<file path="src/rtl/btn_pkg.sv">
// rtl/btn_pkg.sv - shared channel state type, button indices and priority arbiter
package btn_pkg;

  typedef enum logic [2:0] {
    ST_IDLE,
    ST_PRESS_DB,
    ST_HELD,
    ST_REPEAT,
    ST_RELEASE_DB
  } btn_state_t;

  localparam int NUM_BTN  = 4;
  localparam int IDX_INC  = 0;
  localparam int IDX_INC1 = 1;
  localparam int IDX_DEC  = 2;
  localparam int IDX_DEC1 = 3;

  // Highest priority first: dec1 > dec > inc1 > inc.
  localparam int PRIO_ORDER [NUM_BTN] = '{IDX_DEC1, IDX_DEC, IDX_INC1, IDX_INC};

  function automatic logic [NUM_BTN-1:0] prio_grant(input logic [NUM_BTN-1:0] req);
    logic [NUM_BTN-1:0] grant;
    logic               found;
    grant = '0;
    found = 1'b0;
    for (int i = 0; i < NUM_BTN; i++) begin
      if (!found && req[PRIO_ORDER[i]]) begin
        grant[PRIO_ORDER[i]] = 1'b1;
        found = 1'b1;
      end
    end
    return grant;
  endfunction

  function automatic int max3(input int a, input int b, input int c);
    int m;
    m = (a > b) ? a : b;
    return (m > c) ? m : c;
  endfunction

endpackage

</file>
<file path="src/rtl/btn_channel.sv">
// rtl/btn_channel.sv - per-button synchronizer, saturating counter and debounce FSM
// Auto-repeat (HELD->REPEAT and periodic strobes) is compiled in only with BTN_AUTOREPEAT_EN.
module btn_channel
  import btn_pkg::*;
#(
  parameter int DEBOUNCE_CYCLES = 16,
  parameter int REPEAT_DELAY    = 50000,
  parameter int REPEAT_RATE     = 10000
) (
  input  logic i_clk,
  input  logic i_reset,
  input  logic i_btn_n,
  output logic o_strobe,
  output logic o_held
);

  localparam int CNT_W = $clog2(max3(DEBOUNCE_CYCLES, REPEAT_DELAY, REPEAT_RATE) + 1);
  typedef logic [CNT_W-1:0] cnt_t;
  localparam cnt_t CNT_MAX = '1;
  localparam cnt_t DB_CNT  = cnt_t'(DEBOUNCE_CYCLES);
`ifdef BTN_AUTOREPEAT_EN
  localparam cnt_t RPT_DELAY_CNT = cnt_t'(REPEAT_DELAY);
  localparam cnt_t RPT_RATE_CNT  = cnt_t'(REPEAT_RATE);
`endif

  logic       r_sync1;
  logic       r_sync2;
  btn_state_t r_state;
  btn_state_t w_state_nxt;
  cnt_t       r_cnt;
  cnt_t       w_cnt_nxt;
  cnt_t       w_cnt_inc;
  logic       r_strobe;
  logic       w_strobe_nxt;
  logic       w_low;

  assign w_low     = ~r_sync2;
  assign w_cnt_inc = (r_cnt == CNT_MAX) ? r_cnt : r_cnt + cnt_t'(1);

  always_ff @(posedge i_clk) begin
    if (i_reset) begin
      r_sync1  <= 1'b1;
      r_sync2  <= 1'b1;
      r_state  <= ST_IDLE;
      r_cnt    <= '0;
      r_strobe <= 1'b0;
    end else begin
      r_sync1  <= i_btn_n;
      r_sync2  <= r_sync1;
      r_state  <= w_state_nxt;
      r_cnt    <= w_cnt_nxt;
      r_strobe <= w_strobe_nxt;
    end
  end

  always_comb begin
    w_state_nxt  = r_state;
    w_cnt_nxt    = r_cnt;
    w_strobe_nxt = 1'b0;
    case (r_state)
      ST_IDLE: begin
        if (w_low) begin
          w_state_nxt = ST_PRESS_DB;
          w_cnt_nxt   = cnt_t'(1);
        end
      end
      ST_PRESS_DB: begin
        if (!w_low) begin
          w_state_nxt = ST_IDLE;
          w_cnt_nxt   = '0;
        end else if (r_cnt == DB_CNT) begin
          w_state_nxt  = ST_HELD;
          w_strobe_nxt = 1'b1;
          w_cnt_nxt    = '0;
        end else begin
          w_cnt_nxt = w_cnt_inc;
        end
      end
      ST_HELD: begin
        if (!w_low) begin
          w_state_nxt = ST_RELEASE_DB;
          w_cnt_nxt   = cnt_t'(1);
`ifdef BTN_AUTOREPEAT_EN
        end else if (r_cnt == RPT_DELAY_CNT) begin
          w_state_nxt  = ST_REPEAT;
          w_strobe_nxt = 1'b1;
          w_cnt_nxt    = '0;
`endif
        end else begin
          w_cnt_nxt = w_cnt_inc;
        end
      end
`ifdef BTN_AUTOREPEAT_EN
      ST_REPEAT: begin
        if (!w_low) begin
          w_state_nxt = ST_RELEASE_DB;
          w_cnt_nxt   = cnt_t'(1);
        end else if (r_cnt == RPT_RATE_CNT) begin
          w_strobe_nxt = 1'b1;
          w_cnt_nxt    = '0;
        end else begin
          w_cnt_nxt = w_cnt_inc;
        end
      end
`endif
      ST_RELEASE_DB: begin
        // A re-press during release debounce resumes HELD and restarts the repeat delay.
        if (w_low) begin
          w_state_nxt = ST_HELD;
          w_cnt_nxt   = '0;
        end else if (r_cnt == DB_CNT) begin
          w_state_nxt = ST_IDLE;
          w_cnt_nxt   = '0;
        end else begin
          w_cnt_nxt = w_cnt_inc;
        end
      end
      default: begin
        w_state_nxt = ST_IDLE;
        w_cnt_nxt   = '0;
      end
    endcase
  end

  assign o_strobe = r_strobe;
  assign o_held   = (r_state == ST_HELD) || (r_state == ST_REPEAT) ||
                    (r_state == ST_RELEASE_DB);

endmodule

</file>
<file path="src/rtl/btn_step_conditioner.sv">
// rtl/btn_step_conditioner.sv - four debounced button channels with fixed-priority strobe arbitration
// Optional auto-repeat is enabled by defining BTN_AUTOREPEAT_EN.
module btn_step_conditioner
  import btn_pkg::*;
#(
  parameter int DEBOUNCE_CYCLES = 16,
  parameter int REPEAT_DELAY    = 50000,
  parameter int REPEAT_RATE     = 10000
) (
  input  logic                clkin,
  input  logic                reset,
  input  logic                inc_btn,
  input  logic                inc1_btn,
  input  logic                dec_btn,
  input  logic                dec1_btn,
  output logic                inc,
  output logic                inc1,
  output logic                dec,
  output logic                dec1,
  output logic [NUM_BTN-1:0]  held
);

  logic [NUM_BTN-1:0] w_btn_n;
  logic [NUM_BTN-1:0] w_strobe;
  logic [NUM_BTN-1:0] w_grant;

  assign w_btn_n[IDX_INC]  = inc_btn;
  assign w_btn_n[IDX_INC1] = inc1_btn;
  assign w_btn_n[IDX_DEC]  = dec_btn;
  assign w_btn_n[IDX_DEC1] = dec1_btn;

  for (genvar g = 0; g < NUM_BTN; g++) begin : g_ch
    btn_channel #(
      .DEBOUNCE_CYCLES(DEBOUNCE_CYCLES),
      .REPEAT_DELAY   (REPEAT_DELAY),
      .REPEAT_RATE    (REPEAT_RATE)
    ) u_ch (
      .i_clk   (clkin),
      .i_reset (reset),
      .i_btn_n (w_btn_n[g]),
      .o_strobe(w_strobe[g]),
      .o_held  (held[g])
    );
  end

  // Losing strobes are dropped outright, never deferred.
  assign w_grant = prio_grant(w_strobe);

  assign inc  = ~w_grant[IDX_INC];
  assign inc1 = ~w_grant[IDX_INC1];
  assign dec  = ~w_grant[IDX_DEC];
  assign dec1 = ~w_grant[IDX_DEC1];

endmodule

</file>
<file path="config.mk">
export PLATFORM = sky130hd
export DESIGN_NAME = btn_step_conditioner
export DESIGN_NICKNAME = d
export VERILOG_FILES = /design/src/rtl/btn_pkg.sv /design/src/rtl/btn_channel.sv /design/src/rtl/btn_step_conditioner.sv
export SDC_FILE = /design/constraint.sdc
export NUM_CORES = 1
export LEC_CHECK = 0
export BUFFER_PORTS_ARGS = -buffer_cell sky130_fd_sc_hd__buf_2
export CAP_MARGIN = 40
export CORE_MARGIN = 2
export CORE_UTILIZATION = 50
export DETAILED_ROUTE_END_ITERATION = 7
export PLACE_DENSITY = 0.66
export SYNTH_ARGS = -nofsm -noshare
export SYNTH_HDL_FRONTEND = slang
export SYNTH_SLANG_ARGS = --single-unit
</file>
<file path="constraint.sdc">
create_clock -name clkin -period 6.15 [get_ports clkin]
set_input_delay 0.9225 -clock clkin [delete_from_list [all_inputs] [get_ports clkin]]
set_output_delay 0.9225 -clock clkin [all_outputs]
set_load 0.005 [all_outputs]
</file>
==> flow_metrics.tcl <==
set metrics [dict create \
    slew_headroom_pct 44.7 \
    finish.instance_area_um2 5530 \
    start_kind "input pin" \
    avgRoutedWirePerCell_um 14.9 \
    vias 4859 \
    grtUsageTotal_pct 21.6 \
    wl_met2_um 5570 \
    synth.distinct_cells 68 \
    post_cts_buffers 0 \
    drive_above_1_share_pct 9.01 \
    synth_area_um2 5210 \
    crit_arrival_ns 3.06 \
    drv_slew 0 \
    clk_pin_slew_ns 0.09 \
    dp.cells 775 \
    grt_max_degree 41 \
    endpoint_kind "register" \
    min_path_type "reg2reg" \
    chipHeight_um 106 \
    ys.flop_type "dfxtp_1" \
    drcViolationCount 0 \
    gp_congestion 0.881 \
    fmax_mhz 355 \
    avgSynthCellArea_um2 7.90 \
    rows 37 \
    ir_worst_vdd_uv 108 \
    synthCells 660 \
    dieArea_um2 11300 \
    top_layer "met4" \
    root_buffer "clkbuf_8" \
    wl_met1_um 5780 \
    clk_latency_ns 0.35 \
    hold_slack_ns 0.418 \
    htreeDepth 3 \
    ios 14 \
    cp.required_ns 6.39 \
    yosys_warnings 0 \
    synth_edf_count 0 \
    criticalPathCategory "in2reg" \
    status "finished, final reports clean" \
    register_area_um2 1760 \
    p_leak_nw 1.80 \
    cts_sinks 88 \
    fin_crit_ns 2.81 \
    synth-async-reset-ratio_pct 0 \
    cp_max_fo 40 \
    fin_crit_sh_pct 45.8 \
    grt-ovfl-total 0 \
    post-dp-hpwl_um 8360 \
    die_w_um 106 \
    fin_tns_setup_ns 0 \
    p_per_area_nw_per_um2 191 \
    grt_pass1_wl_um 20400 \
    diodes 0 \
    fin_ws_ns 3.34 \
    antenna_left 0 \
    post_cts_resized 0 \
    hold_viol_final 0 \
    area_growth_pct 6.10 \
    layout_commonest_cell "dfxtp_1" \
    synth_fp_nets 674 \
    layout.nets 664 \
    grt_pass1_vias 4358 \
    antenna_found_initial 0 \
    fill_cells 1002 \
    setup_violations 0 \
    wirelength_um 11800 \
    worst_pin_slew_ns 0.819 \
    max-cap-violations 0 \
    rsz0062_at_grt "no" \
    final_cell_mix "88 x dfxtp_1, 55 x nand2_1, 48 x nor2_1" \
    initial_core_util_pct 50.9 \
    dr.pass1.iters 5 \
    multi_input_area_um2 3170 \
    cts-buffers-inserted 9 \
    wl_met3_um 417 \
    post_dp_cell_area_um2 5330 \
    clock_path_buffers 2 \
    fin_cells 791 \
    port-buffer-count 13 \
    skew_ns 0.0128 \
    pre_cts_ws_ns 2.99 \
    cts_tree "built" \
    postCtsHoldBufs 0 \
    ys_ff_latch 88 \
    core_area_um2 10200 \
    first_iter_violations 218 \
    yosysSeqAreaShare_pct 33.8 \
    routed_via_density 6.14 \
]
sequential cells by signal (all words and copies together), names as in the netlist:
signal and cells:
g_ch.u_ch.r_state 12, g_ch.u_ch.r_sync1 4, g_ch.u_ch.r_cnt 64, g_ch.u_ch.o_strobe 4
g_ch.u_ch.r_sync2 4
worst paths after layout:
check / startpoint / endpoint / slack [ns] / depth (start not counted)
max: reset / g_ch[1].u_ch.r_cnt[7]$_SDFFE_PP0N_ / 3.34 / 6
min reg2reg: g_ch[2].u_ch.r_sync1$_SDFF_PP1_ / g_ch[2].u_ch.r_sync2$_SDFF_PP1_ / 0.42 / 1
min: g_ch[2].u_ch.r_sync1$_SDFF_PP1_ / g_ch[2].u_ch.r_sync2$_SDFF_PP1_ / 0.42 / 1
max reg2reg: g_ch[1].u_ch.r_cnt[0]$_SDFFE_PP0N_ / g_ch[1].u_ch.r_cnt[8]$_SDFFE_PP0N_ / 3.67 / 7
final cells by class:
class	count	share of cell area, %
flip-flops and latches	88	31.9
clock buffers	9	2.24
clock inverters	7	1.45
inverters	21	1.43
repair buffers	23	2.62
multi-input cells	507	57.3
well taps	136	3.08
worst max-delay path, cell delays in order:
cell      delay, ns
buf_2          0.54
clkinv_1       0.65
buf_8          0.35
nand2_1        0.20
o31ai_1        0.11
a22o_1         0.25
cell usage after synthesis, types with 18 or more instances:
cell type	instances	area share (%)
a21oi_1	28	2.7
clkbuf_1	28	2.0
nand2_1	55	4.0
nor3_1	39	3.7
xnor2_1	21	3.5
and3_1	18	2.2
nor4_1	19	2.3
nand3_1	32	3.1
inv_1	20	1.4
nor2_1	48	3.5
o21ai_0	24	2.3
dfxtp_1	88	34
nand4_1	19	2.3
power by group:
part	switching, mW	internal, mW	total [mW]
clock network	0.224	0.192	0.416
registers	0.00875	0.575	0.584
logic	0.0354	0.0216	0.0570
total	0.268	0.789	1.06
cells by family after synthesis:
| kind of cell | synth area share [%] |
|---|---|
| buffers and inverters | 5.38 |
| flip-flops | 33.8 |
| AO/OA/AOI/OAI | 20.3 |
| adder cells (fa/ha/maj) | 2.11 |
| AND/OR/NAND/NOR | 33.5 |
| XOR/XNOR | 4.20 |
| multiplexers | 0.768 |
metal layers:
metal,track usage (%),up-vias
li1,-,2461
met2,34.6,93
met1,29.6,2301
met5,0,-
met3,4.35,4
met4,6.11,0
through the flow:
step,power [mW],util (%)
detailed placement,0.654,52.1
floorplan,0.636,-
finish,1.06,54.1
global placement,0.650,51.6
global route,1.11,54.1
CTS,1.08,54.1
(Power assumes the default switching activity.)
